### src/rtl/exe_sequencer_pkg.sv
// Shared definitions for the exe_sequencer control unit: opcodes, instruction
// field positions, FSM states and field-extraction helpers.
package exe_sequencer_pkg;

   localparam int DEF_DATA_W = 16;
   localparam int DEF_PC_W   = 8;
   localparam int NUM_REGS   = 4;
   localparam int INSTR_W    = 16;

   localparam logic [2:0] OP_NOP  = 3'b000;
   localparam logic [2:0] OP_MOV  = 3'b001;
   localparam logic [2:0] OP_ADD  = 3'b010;
   localparam logic [2:0] OP_JMP  = 3'b011;
   localparam logic [2:0] OP_LDI  = 3'b100;
   localparam logic [2:0] OP_HALT = 3'b101;

   localparam int OP_MSB  = 15;
   localparam int OP_LSB  = 13;
   localparam int RD_MSB  = 12;
   localparam int RD_LSB  = 11;
   localparam int RA_MSB  = 10;
   localparam int RA_LSB  = 9;
   localparam int RB_MSB  = 8;
   localparam int RB_LSB  = 7;
   localparam int IMM_MSB = 7;
   localparam int IMM_LSB = 0;

   typedef enum logic [2:0] {
      S_IDLE, S_FETCH, S_DECODE, S_EXEC, S_WB, S_HALTED
   } state_t;

   function automatic logic [2:0] f_op(input logic [INSTR_W-1:0] i);
      return i[OP_MSB:OP_LSB];
   endfunction

   function automatic logic [1:0] f_rd(input logic [INSTR_W-1:0] i);
      return i[RD_MSB:RD_LSB];
   endfunction

   function automatic logic [1:0] f_ra(input logic [INSTR_W-1:0] i);
      return i[RA_MSB:RA_LSB];
   endfunction

   function automatic logic [1:0] f_rb(input logic [INSTR_W-1:0] i);
      return i[RB_MSB:RB_LSB];
   endfunction

   function automatic logic [7:0] f_imm(input logic [INSTR_W-1:0] i);
      return i[IMM_MSB:IMM_LSB];
   endfunction

   function automatic logic is_wb_op(input logic [2:0] op);
      return (op == OP_MOV) || (op == OP_ADD) || (op == OP_LDI);
   endfunction

endpackage

### src/rtl/exe_regfile.sv
// 4-entry register file: two combinational read ports, one synchronous write
// port, asynchronous clear.
module exe_regfile
   import exe_sequencer_pkg::*;
#(
   parameter int DATA_W = DEF_DATA_W
) (
   input  logic              clk,
   input  logic              rst,
   input  logic [1:0]        ra_addr,
   input  logic [1:0]        rb_addr,
   output logic [DATA_W-1:0] ra_data,
   output logic [DATA_W-1:0] rb_data,
   input  logic              we,
   input  logic [1:0]        waddr,
   input  logic [DATA_W-1:0] wdata
);

   logic [DATA_W-1:0] regs [NUM_REGS];

   always_ff @(posedge clk or posedge rst) begin
      if (rst) begin
         for (int unsigned i = 0; i < NUM_REGS; i++) regs[i] <= '0;
      end else if (we) begin
         regs[waddr] <= wdata;
      end
   end

   assign ra_data = regs[ra_addr];
   assign rb_data = regs[rb_addr];

endmodule

### src/rtl/exe_sequencer.sv
// Multicycle fetch/decode/execute controller driving the 16-bit execute unit
// and owning the PC, register file and opcode decode.
module exe_sequencer
   import exe_sequencer_pkg::*;
#(
   parameter int DATA_W = DEF_DATA_W,
   parameter int PC_W   = DEF_PC_W
) (
   input  logic              clk,
   input  logic              rst,
   input  logic              start,
   output logic [PC_W-1:0]   imem_addr,
   input  logic [15:0]       imem_data,
   output logic [DATA_W-1:0] exe_a,
   output logic [DATA_W-1:0] exe_b,
   output logic              exe_add,
   input  logic [DATA_W-1:0] exe_result,
   output logic              wb_en,
   output logic [1:0]        wb_addr,
   output logic [DATA_W-1:0] wb_data,
   output logic [PC_W-1:0]   pc,
   output logic              busy,
   output logic              halted,
   output logic              illegal
);

   state_t            state, state_nx;
   logic [2:0]        ir_op;
   logic [1:0]        ir_rd;
   logic [7:0]        ir_imm;
   logic [DATA_W-1:0] rf_a, rf_b;

   // Operands are read straight off the returning instruction word in DECODE.
   exe_regfile #(.DATA_W(DATA_W)) u_regfile (
      .clk     (clk),
      .rst     (rst),
      .ra_addr (f_ra(imem_data)),
      .rb_addr (f_rb(imem_data)),
      .ra_data (rf_a),
      .rb_data (rf_b),
      .we      (wb_en),
      .waddr   (wb_addr),
      .wdata   (wb_data)
   );

   assign imem_addr = pc;

   always_ff @(posedge clk or posedge rst) begin
      if (rst) state <= S_IDLE;
      else     state <= state_nx;
   end

   always_comb begin
      state_nx = state;
      case (state)
         S_IDLE:   if (start) state_nx = S_FETCH;
         S_FETCH:  state_nx = S_DECODE;
         S_DECODE: state_nx = S_EXEC;
         S_EXEC: begin
            if (is_wb_op(ir_op))       state_nx = S_WB;
            else if (ir_op == OP_HALT) state_nx = S_HALTED;
            else                       state_nx = S_FETCH;
         end
         S_WB:     state_nx = S_FETCH;
         S_HALTED: if (start) state_nx = S_FETCH;
         default:  state_nx = S_IDLE;
      endcase
   end

   always_comb begin
      busy    = 1'b0;
      halted  = 1'b0;
      wb_en   = 1'b0;
      illegal = 1'b0;
      case (state)
         S_FETCH, S_DECODE: busy = 1'b1;
         S_EXEC: begin
            busy    = 1'b1;
            illegal = (ir_op > OP_HALT);
         end
         S_WB: begin
            busy  = 1'b1;
            wb_en = 1'b1;
         end
         S_HALTED: halted = 1'b1;
         default: ;
      endcase
   end

   always_ff @(posedge clk or posedge rst) begin
      if (rst) begin
         pc      <= '0;
         ir_op   <= '0;
         ir_rd   <= '0;
         ir_imm  <= '0;
         exe_a   <= '0;
         exe_b   <= '0;
         exe_add <= 1'b0;
         wb_addr <= '0;
         wb_data <= '0;
      end else begin
         case (state)
            S_DECODE: begin
               ir_op  <= f_op(imem_data);
               ir_rd  <= f_rd(imem_data);
               ir_imm <= f_imm(imem_data);
               case (f_op(imem_data))
                  OP_MOV: begin
                     exe_a   <= rf_a;
                     exe_b   <= rf_b;
                     exe_add <= 1'b0;
                  end
                  OP_ADD: begin
                     exe_a   <= rf_a;
                     exe_b   <= rf_b;
                     exe_add <= 1'b1;
                  end
                  OP_LDI: begin
                     exe_a   <= '0;
                     exe_b   <= DATA_W'(f_imm(imem_data));
                     exe_add <= 1'b0;
                  end
                  default: begin
                     exe_a   <= '0;
                     exe_b   <= '0;
                     exe_add <= 1'b0;
                  end
               endcase
            end
            S_EXEC: begin
               if (is_wb_op(ir_op)) begin
                  wb_data <= exe_result;
                  wb_addr <= ir_rd;
               end else if (ir_op == OP_JMP) begin
                  pc <= PC_W'(ir_imm);
               end else if (ir_op != OP_HALT) begin
                  pc <= pc + 1'b1;
               end
            end
            S_WB:     pc <= pc + 1'b1;
            S_HALTED: if (start) pc <= '0;
            default: ;
         endcase
      end
   end

endmodule

### config.mk
export PLATFORM = sky130hd
export DESIGN_NAME = exe_sequencer
export DESIGN_NICKNAME = d
export VERILOG_FILES = /design/src/rtl/exe_sequencer_pkg.sv /design/src/rtl/exe_regfile.sv /design/src/rtl/exe_sequencer.sv
export SDC_FILE = /design/constraint.sdc
export NUM_CORES = 1
export LEC_CHECK = 0
export ABC_AREA = 1
export CAP_MARGIN = 20
export CELL_PAD_IN_SITES_DETAIL_PLACEMENT = 1
export CELL_PAD_IN_SITES_GLOBAL_PLACEMENT = 1
export CORE_MARGIN = 3
export CORE_UTILIZATION = 40
export CTS_CLUSTER_SIZE = 20
export DETAILED_ROUTE_END_ITERATION = 10
export GPL_ROUTABILITY_DRIVEN = 0
export PLACE_DENSITY = 0.82
export RECOVER_POWER = 25
export SLEW_MARGIN = 15
export SYNTH_ARGS = -nofsm -noshare
export SYNTH_HDL_FRONTEND = slang
export SYNTH_SLANG_ARGS = --single-unit
### constraint.sdc
create_clock -name clk -period 5.6 [get_ports clk]
set_clock_uncertainty 0.15 [all_clocks]
set_input_delay 1.12 -clock clk [delete_from_list [all_inputs] [get_ports clk]]
set_output_delay 1.12 -clock clk [all_outputs]
set_load 0.05 [all_outputs]
==> flow_summary.rst <==
.. list-table::
   :header-rows: 1

   * - Metric
     - Value
   * - Core Area
     - 15,900 um^2
   * - CTS H-tree depth
     - 4
   * - Total track usage
     - 0.219
   * - Top cell family by delay on the critical path
     - buffers and inverters
   * - Source-to-sink clock delay at the later pin of the worst-skew pair
     - 0.42 ns
   * - Area leader, netlist
     - sky130_fd_sc_hd__dfrtp_1
   * - Count of TritonRoute iterations in the first routing pass
     - 8
   * - Worst setup EP type
     - output port
   * - Leakage power total
     - 3.81 nW
   * - Pin count of the biggest net entering global routing
     - 114
   * - Quantity of hold-fixing buffers added after cts
     - 0
   * - Peak supply drop
     - 0.000319 V
   * - First-pass GRT wire length
     - 31,300 um
   * - Post-Synthesis Net Count
     - 855
   * - Minimum clock period
     - 4.11 ns
   * - Per-cell routed wire length
     - 17.3 um
   * - Area occupied by registers
     - 3480 um^2
   * - Number of different library cells in the post-synthesis netlist
     - 31
   * - Most used cell, CP
     - sky130_fd_sc_hd__inv_1
   * - CP max stage cell
     - sky130_fd_sc_hd__clkdlybuf4s50_1
   * - Total number of vias
     - 5,898
   * - Summed instance area of the synthesized netlist
     - 6550 um^2
   * - Number of setup violations in the final report
     - 0
   * - Total clock buffers created by CTS
     - 17
   * - Type of origin of the critical path
     - flip-flop
   * - Number of design-rule violations left by the first detailed-router iteration
     - 305
   * - Sum of buffers and inverters on the critical path
     - 3
   * - Post-cts sizing count
     - 0
   * - Area of combinational cells with multiple inputs
     - 2520 um^2
   * - Power density relative to cell area
     - 628 nW/um^2
   * - Final setup TNS
     - 0 ns
   * - Leading cell types in the layout, fill and taps excluded
     - 236 x sky130_fd_sc_hd__nand2_1, 139 x sky130_fd_sc_hd__o21ai_0, 139 x sky130_fd_sc_hd__dfrtp_1, 99 x sky130_fd_sc_hd__clkdlybuf4s50_1, 71 x sky130_fd_sc_hd__inv_1
   * - Final count of hold timing violations
     - 0
   * - Vertical die dimension
     - 134 um
   * - Clock Tree Root
     - sky130_fd_sc_hd__clkbuf_16
   * - Max-slew violation count
     - 71
   * - Via/cell ratio
     - 5.22
   * - Most common library cell in the layout ignoring fill and taps
     - sky130_fd_sc_hd__nand2_1
   * - Worst path arrival time
     - 2.84 ns
   * - Remaining routing DRC violations
     - 1
   * - Overflow left after global routing
     - 0
   * - Post-route core utilization
     - 0.518
   * - Sum of routed wire length over all layers
     - 19,500 um
   * - Class of the tightest hold or removal check
     - flip-flop to flip-flop
   * - Filler cell count
     - 1,944
   * - Relative max-transition margin
     - -0.0498
   * - Average cell area after synthesis
     - 7.99 um^2
   * - Worst-path fanout max
     - 10
   * - Total number of placement rows
     - 46
   * - Signed area change from the synthesized netlist to the final layout
     - 26.1%
   * - FF+latch count, synth
     - 139
   * - Share of the synthesized area in the top cell type
     - 0.531
   * - Number of primary I/O pins
     - 106
   * - Dominant cells by area after synthesis
     - sky130_fd_sc_hd__dfrtp_1 53%, sky130_fd_sc_hd__nand2_1 13%, sky130_fd_sc_hd__o21ai_0 11%, sky130_fd_sc_hd__a21oi_1 4.5%, sky130_fd_sc_hd__inv_1 4.1%
   * - Unrepaired setup endpoints after global routing
     - no
   * - Layout cell share with drive strength beyond 1
     - 0.0449
   * - Total of max-cap violations
     - 2
   * - Instance count of the mapped netlist
     - 819
   * - Yosys warnings
     - 0
   * - Achievable frequency
     - 0.243 GHz
   * - Number of post-CTS setup repair buffers
     - 0
   * - Number of buffers on the longest clock path
     - 2
   * - Number of clock sinks
     - 139
   * - Slew at the pin closest to its max-slew limit
     - 1.57 ns
   * - Outcome
     - complete, but fails checks
   * - Count of input and output buffers
     - 105
   * - Critical path cell sequence
     - inv_1 > nand2_1 > nor2_1 > inv_1 > nand3_1 > clkdlybuf4s50_1
   * - Number of antenna violations at the first check in global routing
     - 0
   * - Crit share post-route
     - 0.734
   * - Required arrival time at the worst endpoint
     - 4.33 ns
   * - Proportion of synthesized chip area in sequential cells
     - 0.531
   * - Vias in the first global route
     - 5,989
   * - Crit path kind
     - flip-flop to output port
   * - Reg clk slew, reported paths
     - 0.06 ns
   * - Detailed placement HPWL
     - 13,100 um
   * - Largest stage delay on the critical path
     - 0.81 ns
   * - Net total in the final layout
     - 937
   * - Violations in the final reports
     - DRC, capacitance limit, slew limit
   * - Clock tree from TritonCTS
     - yes
   * - Antenna Violating Nets Remaining
     - 0
   * - Count of antenna diodes in the layout
     - 0
   * - Die Area
     - 17,900 um^2
   * - Die outline width
     - 134 um
   * - Initial core utilization
     - 0.411
## cells in the mapped netlist (all sizes together)
master,n
a211oi,1
a21oi,59
a311oi,1
and3,12
buf,29
clkbuf,23
dfrtp,139
ha,1
inv,73
nand2,236
nand3,43
nand3b,1
nand4,1
nor2,38
nor3,7
o211ai,4
o21ai,141
o22a,1
o31ai,6
or2,1
xnor2,1
xor2,1
## area by class of cell
class / count / area share
inverter: 73 / 0.0333
sequential: 139 / 0.421
multi-input combinational: 555 / 0.305
clock buffer: 25 / 0.0625
timing repair buffer: 115 / 0.137
tap: 216 / 0.0327
clock inverter: 6 / 0.00728
## routing by layer
metal / wire length, um / global-route usage / up-vias
met5: 0 / 0 / -
li1: - / - / 2823
met1: 9000 / 0.294 / 2906
met2: 9470 / 0.362 / 135
met4: 300 / 0.0760 / 0
met3: 733 / 0.0375 / 34
## metrics by stage
| step | power [mW] | instances | hold WS (ns) | setup WS [ns] | cell area (um^2) |
|---|---|---|---|---|---|
| 2_1_floorplan | 3.32 | 819 | 0.299 | 0.605 | 6550 |
| 3_3_place_gp | 4.04 | 1097 | 0.316 | 2.12 | 7680 |
| 3_5_place_dp | 4.11 | 1097 | 0.319 | 2.07 | 7680 |
| 4_1_cts | 5.23 | 1128 | 0.335 | 1.61 | 8260 |
| 5_1_grt | 5.50 | 1129 | 0.369 | 1.30 | 8250 |
| 6_report | 5.19 | 1129 | 0.333 | 1.49 | 8250 |
## path summary, 6_finish.rpt
check	slack, ns	startpoint	endpoint	cells past startpoint
worst max-delay path	1.49	state[1]	busy	6
worst min-delay path	0.33	u_regfile.regs[24]	u_regfile.regs[24]	2
worst max register to register	2.56	state[2]	exe_b[1]	8
worst min register to register	0.33	u_regfile.regs[24]	u_regfile.regs[24]	2
max in group asynchronous	2.65	rst	exe_a[14]	4
min in group asynchronous	1.33	rst	ir_imm[4]	2
## sequential cells by signal, summed over array words and instances, names as in the netlist
signal	flops
exe_a	16
exe_add	1
exe_b	16
imem_addr	8
ir_imm	8
ir_op	3
ir_rd	2
state	3
u_regfile.regs	64
wb_addr	2
wb_data	16
## tightest hold or removal path, delay by kind of cell, from the launching register on
family,cells,cell delay (ns)
simple gates,1,0.05
compound gates,1,0.06
flops,1,0.34
## report_power, final
group	switching [mW]	total, mW	internal [mW]
Sequential	0.329	1.75	1.43
Combinational	1.62	2.34	0.725
Clock	0.414	1.09	0.677
## logic make-up after synthesis
family | share of synthesized area
and+or+nand+nor | 0.214
xor gates and xnor gates | 0.00268
AOI/OAI and AO/OA | 0.168
buffers and inverters | 0.0816
DFF | 0.531
adders and majority gates | 0.00191
No activity file was read; power rests on OpenSTA's default activity.
==> variant 1: new RTL, same settings <==
Reset style: synchronous (`rst`), changed in 3 clocked blocks. Comments in the files are not updated.
--- a/src/rtl/exe_regfile.sv
+++ b/src/rtl/exe_regfile.sv
@@ -18,7 +18,7 @@
 
    logic [DATA_W-1:0] regs [NUM_REGS];
 
-   always_ff @(posedge clk or posedge rst) begin
+   always_ff @(posedge clk) begin
       if (rst) begin
          for (int unsigned i = 0; i < NUM_REGS; i++) regs[i] <= '0;
       end else if (we) begin
--- a/src/rtl/exe_sequencer.sv
+++ b/src/rtl/exe_sequencer.sv
@@ -45,7 +45,7 @@
 
    assign imem_addr = pc;
 
-   always_ff @(posedge clk or posedge rst) begin
+   always_ff @(posedge clk) begin
       if (rst) state <= S_IDLE;
       else     state <= state_nx;
    end
@@ -87,7 +87,7 @@
       endcase
    end
 
-   always_ff @(posedge clk or posedge rst) begin
+   always_ff @(posedge clk) begin
       if (rst) begin
          pc      <= '0;
          ir_op   <= '0;
Function: differs if rst is asserted again (counterexample within 4 cycles, from zero or initial values and one cycle with rst high); with rst held inactive, the same outputs for 10 cycles.
==> variant 1 against the unedited design <==
Sequential cell count stayed put; setup slack better by 0.075 ns; wire length is 4.5% higher; final cell count is 2.5% lower; synthesized area is 0.94% lower; design area is 0.99% lower; via count is 0.75% lower; critical endpoint is now u_regfile.regs[1][4]$_SDFFCE_PN0P_.
Power is not compared: it rests on default switching activity, and its combinational part moved more than twofold at a synthesized area within 25%.
==> variant 1: results <==
metrics = {
    "floorplan": {
        "num_rows": 45,
    },
    "setup_path": {
        "path_max_fanout": 31,
        "cp_top_family": "simple AND/OR/NAND/NOR gates",
        "cp.arrival_ns": 3.94,
        "critPathSlowestCell": "nand2_1",
        "critical_path.max_stage_delay_ns": 0.79,
    },
    "final_layout": {
        "fin_cells": 1101,
        "largest_register_ffs": 64,
        "nFillCells": 1884,
        "layout.nets": 913,
        "drive_gt1_frac": 0.05393,
    },
    "synth": {
        "yosysSeqAreaShare": 0.5278,
        "synthCells": 799,
        "synthFlopType": "dfxtp_1",
        "synth_edf_count": 64,
        "synthesis.nets": 835,
        "synth_compound_area_frac": 0.1852,
        "synth-xor-area-share": 0.001350,
        "synth.area.top_cells": "edfxtp_1, dfxtp_1, o21ai_0",
        "synthAdderAreaFrac": 0.001929,
        "yosys-top-cells-count": "nor2_1, nand2_1, o21ai_0, a21oi_1, inv_1",
        "async_reset_ff_frac": 0,
        "ys_types": 32,
    },
    "grt": {
        "grt_pass1_vias": 5962,
        "use_met3": 0.04758,
        "grt_max_degree": 43,
        "grtUsageMet1": 0.3255,
    },
    "placed_design": {
        "placed_cell_area_um2": 7574,
        "hpwlAfterDp_mm": 13.94,
        "dp_slack_ns": 1.295,
    },
    "route": {
        "firstDrtPassIters": 5,
        "viasPerCell": 5.317,
        "drt_iter0_drc": 573,
        "routed_wl_mm": 20.39,
    },
    "power_and_ir_drop": {
        "p_leak_nw": 3.070,
    },
    "run_status": {
        "outcome": "finished, final reports clean",
    },
    "clock_tree": {
        "cts.path.max_buffers": 2,
    },
    "sta": {
        "max_slew_margin": 0.03525,
    },
}
==> variant 1: power by group through the flow <==
stage,clock network (mW),logic (mW),registers (mW)
global placement,0,0.425,1.18
global route,1.25,0.469,1.17
floorplan,0,0.216,1.25
CTS,1.20,0.440,1.17
finish,1.19,0.430,1.17
detailed placement,0,0.432,1.19
==> variant 1: per-layer routing <==
metal / share of wire / wire length, um
met1: 0.46 / 9328
met2: 0.47 / 9619
met3: 0.051 / 1047
met4: 0.019 / 393
met5: 0 / 0
==> variant 1: path summary, 6_finish.rpt <==
path | slack (ns) | depth (start not counted) | start | to
min reg2reg | 0.31 | 2 | exe_b[12]$_SDFFE_PP0P_ | exe_b[12]$_SDFFE_PP0P_
max reg2reg | 1.89 | 5 | state[2]$_SDFFE_PP0P_ | exe_b[7]$_SDFFE_PP0P_
max | 1.56 | 5 | rst | u_regfile.regs[1][4]$_SDFFCE_PN0P_
min | 0.31 | 2 | exe_b[12]$_SDFFE_PP0P_ | exe_b[12]$_SDFFE_PP0P_
==> variant 1: area by class of cell <==
cell class                      instances  area [um2]  share of cell area
Sequential cell                       139        3423              0.4189
Clock inverter                         13       173.9             0.02128
Tap cell                              211       264.0             0.03230
Clock buffer                           19       442.9             0.05419
Multi-Input combinational cell        524        2466              0.3017
Inverter                               84       315.3             0.03858
Timing Repair Buffer                  111        1087              0.1330
==> variant 1: worst reg2reg max path: stages, from the launching register on <==
cell,delay [ns]
dfxtp_1,0.50
nor2_1,0.11
nand2_1,1.05
clkinv_1,1.15
o21ai_0,0.51
a31oi_1,0.09
==> variant 2: new RTL, config.mk and constraints unchanged <==
Made on the original files. Set the package constant `NUM_REGS` to 8 (it was 4).
--- a/src/rtl/exe_sequencer_pkg.sv
+++ b/src/rtl/exe_sequencer_pkg.sv
@@ -4,7 +4,7 @@
 
    localparam int DEF_DATA_W = 16;
    localparam int DEF_PC_W   = 8;
-   localparam int NUM_REGS   = 4;
+   localparam int NUM_REGS   = 8;
    localparam int INSTR_W    = 16;
 
    localparam logic [2:0] OP_NOP  = 3'b000;
Function: same outputs for any inputs over 10 cycles, from zero or initial values and one cycle with rst high; that may be too few to reach the edited logic, so the function may still have changed.
==> variant 2 against the unedited design <==
Sequential cell count unchanged; the run ends with max-capacitance violations, max-slew violations left; register-to-register slack got worse by 0.62 ns; synthesized area increased by 0.13%; power decreased by 0.83%; highest routed layer unchanged; critical path depth decreased by 3; via count decreased by 1.2%; design area decreased by 0.79%; global-route usage decreased by 0.051 points; non-clock buffer count decreased by 5; wire length decreased by 2.7%; setup slack improved by 0.23 ns; maximum frequency increased by 6.0%; die area increased by 0.13%.
==> variant 2: results <==
metrics = {
    "setup_path": {
        "rrSetupSlack_ns": 1.94,
        "worstRegToRegCells": 6,
        "critical_path.max_stage_delay_ns": 1.85,
        "worstSetupStartpoint": "rst",
        "worstReg2RegEnd": "exe_b[5]$_DFFE_PP0N_",
        "cp.arrival_ns": 4.25,
        "endpoint": "exe_a[3]$_DFFE_PP0N_",
        "reg2reg_from": "state[1]$_DFFE_PP0P_",
        "critPathSlowestCell": "clkinvlp_2",
        "path_max_fanout": 73,
    },
    "grt": {
        "grtUsageMet1": 0.3092,
        "grt_use_met2": 0.3391,
        "grt_pass1_vias": 5920,
        "use_met3": 0.04389,
        "grt.total_usage": 0.2188,
        "grt_max_degree": 74,
        "grt_pass1_wl_mm": 31.28,
    },
    "placed_design": {
        "dpl.cell_count": 1096,
        "hpwlAfterDp_mm": 13.41,
        "placed_cell_area_um2": 7651,
        "dp_slack_ns": 2.150,
    },
    "route": {
        "firstDrtPassIters": 5,
        "top_layer_used": "met4",
        "routed_wl_mm": 18.98,
        "met3WireLength_um": 857,
        "viasPerCell": 5.168,
        "wl_met1_mm": 9.151,
        "drt_iter0_drc": 399,
        "wl_met2_mm": 8.682,
    },
    "clock_tree": {
        "clk_pin_slew_ns": 0.06,
        "htree_levels": 4,
    },
    "run_status": {
        "outcome": "finished, violations left",
        "violations": "max-capacitance violations, max-slew violations",
    },
    "synth": {
        "yosysSeqAreaShare": 0.5305,
        "synthesis.nets": 858,
        "synth.area.top_cells": "dfrtp_1, nand2_1, o21ai_0",
        "yosys_warnings": 0,
        "yosys-top-cells-count": "nand2_1, dfrtp_1, o21ai_0, a21oi_1, inv_1",
        "ys_types": 26,
        "synthCells": 822,
        "synthFlopType": "dfrtp_1",
    },
    "hold_path": {
        "worstHoldEndpoint": "ir_imm[2]$_DFFE_PP0N_",
        "hold_path_depth": 2,
        "min-delay-start": "ir_imm[2]$_DFFE_PP0N_",
    },
    "final_layout": {
        "drive_gt1_frac": 0.05154,
        "layout.nets": 935,
        "fin_cells": 1128,
        "regMostFlops": "u_regfile.regs",
    },
    "sta": {
        "tightest_slew_ns": 3.286,
        "drv_slew": 126,
        "whs_ns": 0.3287,
        "finalCriticalPeriod_ns": 3.879,
    },
    "power_and_ir_drop": {
        "sw_frac_of_total": 0.4667,
        "pwr-share-clk": 0.204,
        "peakVddDrop_uv": 248.2,
        "comb_power_share": 0.452,
        "p_leak_nw": 3.872,
    },
    "run": {
        "max_cap_violations": 2,
    },
}
-- variant 2: changes by cell type in the layout (fill, tap and decap cells not counted), sizes merged, moves of 4 or more --
cell           before  now
nand3              43   62
a21oi              59   72
and3               12    0
clkbuf             28   18
clkinv              3   12
o21ai             141  132
nand2             236  244
o31ai               6    0
nor3                7    2
clkdlybuf4s50      99  103
dlygate4sd3         6    2
nor2               38   34
-- variant 2: kinds of logic (layout without fill, tap and decap cells) --
kind of cell             Yosys count  count (layout)  synth area share
AND/OR/NAND/NOR                  345             345            0.2181
AO/OA/AOI/OAI                    212             212            0.1656
flip-flops                       139             139            0.5305
buffers and inverters            124             214           0.08244
adder cells (fa/ha/maj)            1               1          0.001908
XOR/XNOR                           1               1          0.001336
-- variant 2: layout make-up --
class / count / area, um2
inverter: 72 / 272.8
clock inverter: 14 / 122.6
timing repair buffer: 110 / 1089
multi-input combinational: 559 / 2527
sequential: 139 / 3478
fill: 1948 / 7754
clock buffer: 18 / 429.2
tap: 216 / 270.3
